===== src/rtl/stream_mux_rr.sv =====
// N-channel valid/ready stream multiplexer with round-robin or manual selection
// and a single-entry registered output stage.
module stream_mux_rr #(
  parameter int N  = 4,
  parameter int W  = 8,
  parameter int SW = ($clog2(N) > 1) ? $clog2(N) : 1
) (
  input  logic            clk,
  input  logic            rst_n,
  input  logic [N-1:0]    in_valid,
  input  logic [N*W-1:0]  in_data,
  output logic [N-1:0]    in_ready,
  input  logic            man_mode,
  input  logic [SW-1:0]   man_sel,
  output logic            out_valid,
  output logic [W-1:0]    out_data,
  output logic [SW-1:0]   out_ch,
  input  logic            out_ready,
  output logic [15:0]     xfer_cnt
);

  logic [SW-1:0] ptr_q, ptr_d;
  logic [SW-1:0] out_ch_q, out_ch_d;
  logic [W-1:0]  out_data_q, out_data_d;
  logic          out_valid_q, out_valid_d;
  logic [15:0]   xfer_cnt_q, xfer_cnt_d;

  logic [SW-1:0] hi_grant, lo_grant, rr_grant, grant;
  logic          hi_valid, lo_valid, rr_valid, man_valid, grant_valid;
  logic [W-1:0]  grant_data;
  logic          load, xfer;

  function automatic logic [15:0] sat_inc(input logic [15:0] v);
    return (v == 16'hFFFF) ? v : v + 16'd1;
  endfunction

  // Round-robin: lowest valid channel at or above ptr, else lowest valid overall.
  always_comb begin
    hi_grant = '0;
    lo_grant = '0;
    hi_valid = 1'b0;
    lo_valid = 1'b0;
    for (int i = N - 1; i >= 0; i--) begin
      if (in_valid[i]) begin
        lo_valid = 1'b1;
        lo_grant = SW'(i);
        if (SW'(i) >= ptr_q) begin
          hi_valid = 1'b1;
          hi_grant = SW'(i);
        end
      end
    end
    rr_grant = hi_valid ? hi_grant : lo_grant;
    rr_valid = lo_valid;
  end

  // Out-of-range man_sel matches no channel and therefore never grants.
  always_comb begin
    man_valid = 1'b0;
    for (int i = 0; i < N; i++) begin
      if (man_sel == SW'(i)) man_valid = in_valid[i];
    end
  end

  always_comb begin
    grant       = man_mode ? man_sel : rr_grant;
    grant_valid = man_mode ? man_valid : rr_valid;
    load        = !out_valid_q || out_ready;
    xfer        = load && grant_valid;
  end

  always_comb begin
    grant_data = '0;
    for (int i = 0; i < N; i++) begin
      if (grant == SW'(i)) grant_data = in_data[i*W +: W];
    end
  end

  always_comb begin
    for (int i = 0; i < N; i++) begin
      in_ready[i] = rst_n && xfer && (grant == SW'(i));
    end
  end

  always_comb begin
    ptr_d       = ptr_q;
    out_ch_d    = out_ch_q;
    out_data_d  = out_data_q;
    out_valid_d = out_valid_q;
    xfer_cnt_d  = xfer_cnt_q;
    if (xfer) begin
      out_ch_d    = grant;
      out_data_d  = grant_data;
      out_valid_d = 1'b1;
      xfer_cnt_d  = sat_inc(xfer_cnt_q);
      if (!man_mode) begin
        ptr_d = (rr_grant == SW'(N - 1)) ? '0 : rr_grant + SW'(1);
      end
    end else if (out_ready) begin
      out_valid_d = 1'b0;
    end
  end

  always_ff @(posedge clk or negedge rst_n) begin
    if (!rst_n) begin
      ptr_q       <= '0;
      out_ch_q    <= '0;
      out_data_q  <= '0;
      out_valid_q <= 1'b0;
      xfer_cnt_q  <= '0;
    end else begin
      ptr_q       <= ptr_d;
      out_ch_q    <= out_ch_d;
      out_data_q  <= out_data_d;
      out_valid_q <= out_valid_d;
      xfer_cnt_q  <= xfer_cnt_d;
    end
  end

  assign out_valid = out_valid_q;
  assign out_data  = out_data_q;
  assign out_ch    = out_ch_q;
  assign xfer_cnt  = xfer_cnt_q;

endmodule


===== config.mk =====
export PLATFORM = sky130hd
export DESIGN_NAME = stream_mux_rr
export DESIGN_NICKNAME = d
export VERILOG_FILES = /design/src/rtl/stream_mux_rr.sv
export SDC_FILE = /design/constraint.sdc
export NUM_CORES = 1
export LEC_CHECK = 0
export ABC_CLOCK_PERIOD_IN_PS = 2400
export BUFFER_PORTS_ARGS = -buffer_cell sky130_fd_sc_hd__buf_2
export CAP_MARGIN = 25
export CORE_MARGIN = 1.5
export CORE_UTILIZATION = 51
export CTS_CLUSTER_SIZE = 8
export DETAILED_ROUTE_END_ITERATION = 8
export PLACE_DENSITY = 0.81
export RECOVER_POWER = 100
export SLEW_MARGIN = 10
export SYNTH_ARGS = -nofsm -noshare
export SYNTH_HDL_FRONTEND = slang
export SYNTH_SLANG_ARGS = --single-unit

===== constraint.sdc =====
create_clock -name clk -period 2.4 [get_ports clk]
set_input_delay 0.36 -clock clk [delete_from_list [all_inputs] [get_ports clk]]
set_output_delay 0.36 -clock clk [all_outputs]
set_load 0.02 [all_outputs]

# ---- Word level (Yosys, flattened, before mapping)
# Index checks and enable logic that the tools add are counted.
dict set report word_totals {
  n_memories 0
  romBits 0
  elab_cells 72
  inputBits 42
  reg_bits 29
  latchBits 0
  ram_bits 0
  out_inout_bits 31
}
dict set report op_classes {
  bitwise_logic 2
  shifts 0
  n_div 0
  muxes 38
  add_sub_neg 2
  n_mul 0
  reduce_logical 13
  eq_ne 8
  n_lt_le_gt_ge 4
}
# op count
set op_table {}
lappend op_table {{8-bit 2-to-1 mux} 4}
lappend op_table {{2-bit 2-to-1 mux} 15}
lappend op_table {{1-bit 2-to-1 mux} 19}
lappend op_table {{16-bit by 1-bit adder with 16-bit output, second input constant} 1}
lappend op_table {{16-bit equality test, second input constant} 1}
lappend op_table {{2-bit equality test, second input constant} 5}
lappend op_table {{1-bit logical AND} 6}
lappend op_table {{2-bit by 1-bit equality test with 1-bit output, second input constant} 2}
lappend op_table {{1-bit by 2-bit >= comparator with 1-bit output, first input constant} 2}
lappend op_table {{2-bit >= comparator, first input constant} 2}
lappend op_table {{2-bit zero test} 2}
lappend op_table {{2-bit AND reduction} 2}
lappend op_table {{2-bit by 1-bit adder with 2-bit output, second input constant} 1}
lappend op_table {{1-bit inverter} 2}
lappend op_table {{2-bit nonzero test} 1}
lappend op_table {{1-bit zero test} 1}
lappend op_table {{1-bit logical OR} 1}

# ---- Depth between registers and ports, before layout
dict set report depth {
  word_depth 16
  depth_mapped 7
  depth_no_buf 6
}

# ---- Worst setup path before layout
# OpenSTA, ideal clock, no wires.
dict set report synth_timing {
  path_type {input to output}
  start {input port man_sel[0]}
  end {output port in_ready[0]}
  arrival_ps 1819
  path_slack_ps 221
  required_time_ps 2040
  stages 6
  path_buffers 1
  path_cell_list {mux4_2 > mux2i_4 > nor2_4 > buf_6 > o2111ai_1 > nor3_1}
}
dict set report synth_via {
  elab_chain_cells 9
  elab_cells_between_ends 14
  cone_classes {3 x eq/ne; 6 x mux; 5 x reduce/logical}
}
# item line
set synth_rtl {}
lappend synth_rtl {{from (decl)} 14} ;# input logic [SW-1:0] man_sel,
lappend synth_rtl {{2-bit zero test} 61} ;# if (man_sel == SW'(i)) man_valid = in_valid[i];
lappend synth_rtl {{1-bit 2-to-1 mux (4 in series)} 61}
lappend synth_rtl {{1-bit 2-to-1 mux} 67} ;# grant_valid = man_mode ? man_valid : rr_valid;
lappend synth_rtl {{1-bit logical AND} 69} ;# xfer = load && grant_valid;
lappend synth_rtl {{1-bit logical AND} 81} ;# in_ready[i] = rst_n && xfer && (grant == SW'(i));
lappend synth_rtl {{1-bit logical AND (*)} 81}
lappend synth_rtl {{to (decl)} 12} ;# output logic [N-1:0] in_ready,
# Mark *: on every way between the ends. The rest lies on a longest branch, timed or not.

# ---- Worst setup path after layout
dict set report layout_timing {
  start {register ptr_q[1]}
  end {output port in_ready[1]}
}
dict set report layout_via {
  elab_chain_cells 13
  elab_cells_between_ends 24
  cone_classes {4 x order compare; 1 x eq/ne; 18 x mux; 1 x reduce/logical}
}
# item line
set layout_rtl {}
lappend layout_rtl {{from (decl)} 22} ;# logic [SW-1:0] ptr_q, ptr_d;
lappend layout_rtl {{from (signal assigned)} 112} ;# ptr_q <= ptr_d;
lappend layout_rtl {{2-bit >= comparator} 47} ;# if (SW'(i) >= ptr_q) begin
lappend layout_rtl {{2-bit 2-to-1 mux / 1-bit 2-to-1 mux (equally long branches)} 47}
lappend layout_rtl {{2-bit 2-to-1 mux / 1-bit 2-to-1 mux (equally long branches)} 44} ;# if (in_valid[i]) begin
lappend layout_rtl {{2-bit 2-to-1 mux / 1-bit 2-to-1 mux (equally long branches)} 47}
lappend layout_rtl {{2-bit 2-to-1 mux / 1-bit 2-to-1 mux (equally long branches)} 44}
lappend layout_rtl {{2-bit 2-to-1 mux / 1-bit 2-to-1 mux (equally long branches)} 47}
lappend layout_rtl {{2-bit 2-to-1 mux / 1-bit 2-to-1 mux (equally long branches)} 44}
lappend layout_rtl {{2-bit 2-to-1 mux / 1-bit 2-to-1 mux (equally long branches)} 47}
lappend layout_rtl {{2-bit 2-to-1 mux / 1-bit 2-to-1 mux (equally long branches)} 44}
lappend layout_rtl {{2-bit 2-to-1 mux (*)} 53} ;# rr_grant = hi_valid ? hi_grant : lo_grant;
lappend layout_rtl {{2-bit 2-to-1 mux (*)} 66} ;# grant = man_mode ? man_sel : rr_grant;
lappend layout_rtl {{2-bit by 1-bit equality test with 1-bit output (*)} 81}
lappend layout_rtl {{1-bit logical AND (*)} 81}
# Marks and branches as above.

==> metrics <==
status=complete, no violations; hold_ws=0.414 ns; Port Buf Inserts=72; fin crit share=0.955; mapped cell area=2150 µm²; clock tree buffer depth=2; H-Tree Depth=2; initial antenna violation count=0; Top Ports=73; final setup TNS=0 ns; Synth Net Count=274; Core ar.=4030 µm²; Compound-Gate Fraction of Synth Area=0.171; CP Launch Type=flip-flop; mean post-synth cell area=9.30 µm²; #FFs+latches synth=29; root buf cell=clkbuf_8; ys flop type=dfrtp_1; post-synthesis mux area share=0.117; Crit-path slowest cell=dfrtp_2; post-synthesis adder-cell area fraction=0.00582; Crit path required time=2.04 ns; worst hold stages=3; Final Util=0.657; Nets=354; Die Wd=67.9 µm; R2R cell count=5; first-pass GRT wire length=9090 µm; part of the power in registers=0.373; crit path max fanout=8; largest net degree at the start of global routing=25; via count=2,125; fill count=352; commonest non-fill, non-tap cell in the layout=buf_2; Final Hold Fails=0; fraction of layout cells with a size suffix above 1=0.241; clock share of power=0.193; MaxCap Viol Count=0; max incr delay on CP=0.46 ns; vias in the first global route=1,915; area grow syn2layout=23.3%; Tot Pwr=0.00207 W; worst slew pin tran=1.29 ns; placed instance count=349; critical path class=flip-flop to output pin; Post-Synth XOR/XNOR Area=0.0652; min cycle time layout=2.29 ns; WP data arrival=1.93 ns; Slew Limit Fails=0; CP Cell Sequence=nor2b_1 > o21a_1 > o41ai_4 > nand3_1 > nor3_1 > clkbuf_2; asr flop ratio synth=1.00; Residual DRC=0; Sw Share=0.419; register area share after synthesis=0.338; Die Span Y=67.9 µm; Worst slew margin=0.140; Leakage=1.13 nW; Rows=23; clock latency on the worst-skew pair=0.28 ns; area share of and/or/nand/nor cells after synthesis=0.264; VDD IR max=0.373 mV; CTS Buf Count=5; CTS tree=built; sw power=0.000868 W; Gate power share=0.434; critical path capture point=in_ready[1]; Power Dens Cells=781 nW/µm²; Routed WL=5650 µm; # diodes=0; DR vias/cell=5.89; Post-synth EDFFs=0; clk sink count=29; Overflow after GRT=0; Synth Instances=231; Max Fclk=436 MHz; largest family of logic cells by synthesized area=simple AND/OR/NAND/NOR gates; Worst Setup SP=ptr_q[1]; Reg2Reg Setup Slack=0.43 ns; Clock Skew=0.00344 ns; Non-Filler Instances=361; RSZ-0062 raised after global routing=no; dpl hpwl=4240 µm; All-Layer GR Usage=0.263; drt initial violations=93; CTS clk-pin slew, worst paths=0.06 ns; Reg-to-Reg Start=ptr_q[1]; Routed Antenna Nets=0; Initial Util=0.533; CP endpoint kind=output pin; DR WL/cell=15.6 µm; First-pass DRT Iterations=4; GPL Wtd Cong=0.851; min-delay worst type=input port to flip-flop; Setup violations, final=0; Die Area=4610 µm²; R2R Path End=out_data[4]; Distinct cells, synth=56; Pint=0.00120 W; most frequent cells in the layout=42 x buf_2, 33 x clkbuf_1, 28 x dfrtp_1; yosys warns=0
per-layer routing:
layer	up-vias	track usage	wire length (µm)
met2	83	0.431	2720
met5	-	0	0
met4	0	0.0800	89
met3	8	0.0674	422
met1	991	0.339	2420
li1	1043	-	-
registers in the layout, indices dropped and copies added, names as in the netlist:
name       flops
xfer_cnt      16
out_data       8
out_ch         2
ptr_q          2
out_valid      1
per-stage QoR:
| stage | setup WS, ns | area (µm²) |
|---|---|---|
| 2_1_floorplan | 0.221 | 2150 |
| 3_3_place_gp | 0.214 | 2580 |
| 3_5_place_dp | 0.151 | 2580 |
| 4_1_cts | 0.0335 | 2690 |
| 5_1_grt | 0.0122 | 2650 |
| 6_report | 0.108 | 2650 |
cell families after synthesis:
| group | after synthesis |
|---|---|
| buf+inv | 19 |
| simple gates | 95 |
| compound gates | 49 |
| xor+xnor | 16 |
| flops | 29 |
| mux | 22 |
| fa+ha+maj | 1 |
Yosys cell counts, types with 2 or more instances:
| library cell | n | area, µm² |
|---|---|---|
| buf_2 | 4 | 20.0 |
| mux2_2 | 4 | 45.0 |
| and3_1 | 4 | 25.0 |
| nand2b_1 | 3 | 18.8 |
| xnor2_1 | 14 | 123 |
| o311ai_0 | 3 | 26.3 |
| and3b_1 | 2 | 17.5 |
| nand3_1 | 8 | 40.0 |
| nor3_1 | 4 | 20.0 |
| nand3b_1 | 2 | 15.0 |
| nor4_1 | 2 | 12.5 |
| nand2_1 | 21 | 78.8 |
| o21ai_0 | 4 | 20.0 |
| and4_1 | 5 | 43.8 |
| nor2b_1 | 2 | 12.5 |
| and2_1 | 3 | 18.8 |
| o211ai_1 | 4 | 30.0 |
| xor2_1 | 2 | 17.5 |
| nor2_1 | 13 | 48.8 |
| a31oi_1 | 8 | 50.1 |
| a21oi_1 | 5 | 25.0 |
| nand4_1 | 16 | 100 |
| mux2i_1 | 15 | 150 |
| nor3_2 | 2 | 20.0 |
| o22ai_1 | 3 | 18.8 |
| dfrtp_1 | 29 | 726 |
| a221oi_1 | 3 | 26.3 |
| a311o_1 | 7 | 70.1 |
| clkbuf_1 | 8 | 30.0 |
| inv_1 | 5 | 18.8 |
power groups by stage:
stage | registers, W | clock network, W | logic, W
after global routing | 0.000794 | 0.000433 | 0.000993
final | 0.000772 | 0.000399 | 0.000898
after CTS | 0.000764 | 0.000411 | 0.000924
after global placement | 0.000765 | 0 | 0.000897
after detailed placement | 0.000767 | 0 | 0.000921
after floorplan | 0.000895 | 0 | 0.000481
critical path, delay by kind of cell (launching register included):
kind                   cells  cell delay [ns]
AO/OA/AOI/OAI              2             0.52
buffers and inverters      1             0.20
flip-flops                 1             0.46
AND/OR/NAND/NOR            3             0.48
repair_timing:
| item | in CTS | in global routing |
|---|---|---|
| buffers inserted | 0 | 4 |
| endpoints found under the setup margin | 2 | 4 |
| hold buffers | 1 | 0 |
| pin swaps | 0 | 1 |
| hold endpoints to repair | 5 | 0 |
| resized for setup | 1 | 4 |
layout make-up:
class                           count  area (µm²)  area share
Sequential cell                    29         727       0.274
Timing Repair Buffer               87         425       0.161
Multi-Input combinational cell    183        1330       0.502
Inverter                            5        18.8     0.00709
Tap cell                           50        62.6      0.0236
Clock buffer                        7        86.3      0.0326
worst min path at each step:
| stage | from | end | slack [ns] |
|---|---|---|---|
| 2_1_floorplan | rst_n | out_ch[0] | 0.06 |
| 4_1_cts | out_ready | out_valid | 0.40 |
| 3_5_place_dp | rst_n | out_data[6] | 0.21 |
| 3_3_place_gp | rst_n | out_data[6] | 0.21 |
| 5_1_grt | in_data[19] | out_data[3] | 0.43 |
| 6_report | out_ready | out_valid | 0.41 |
Note: power is estimated with default switching activity, not from simulation.
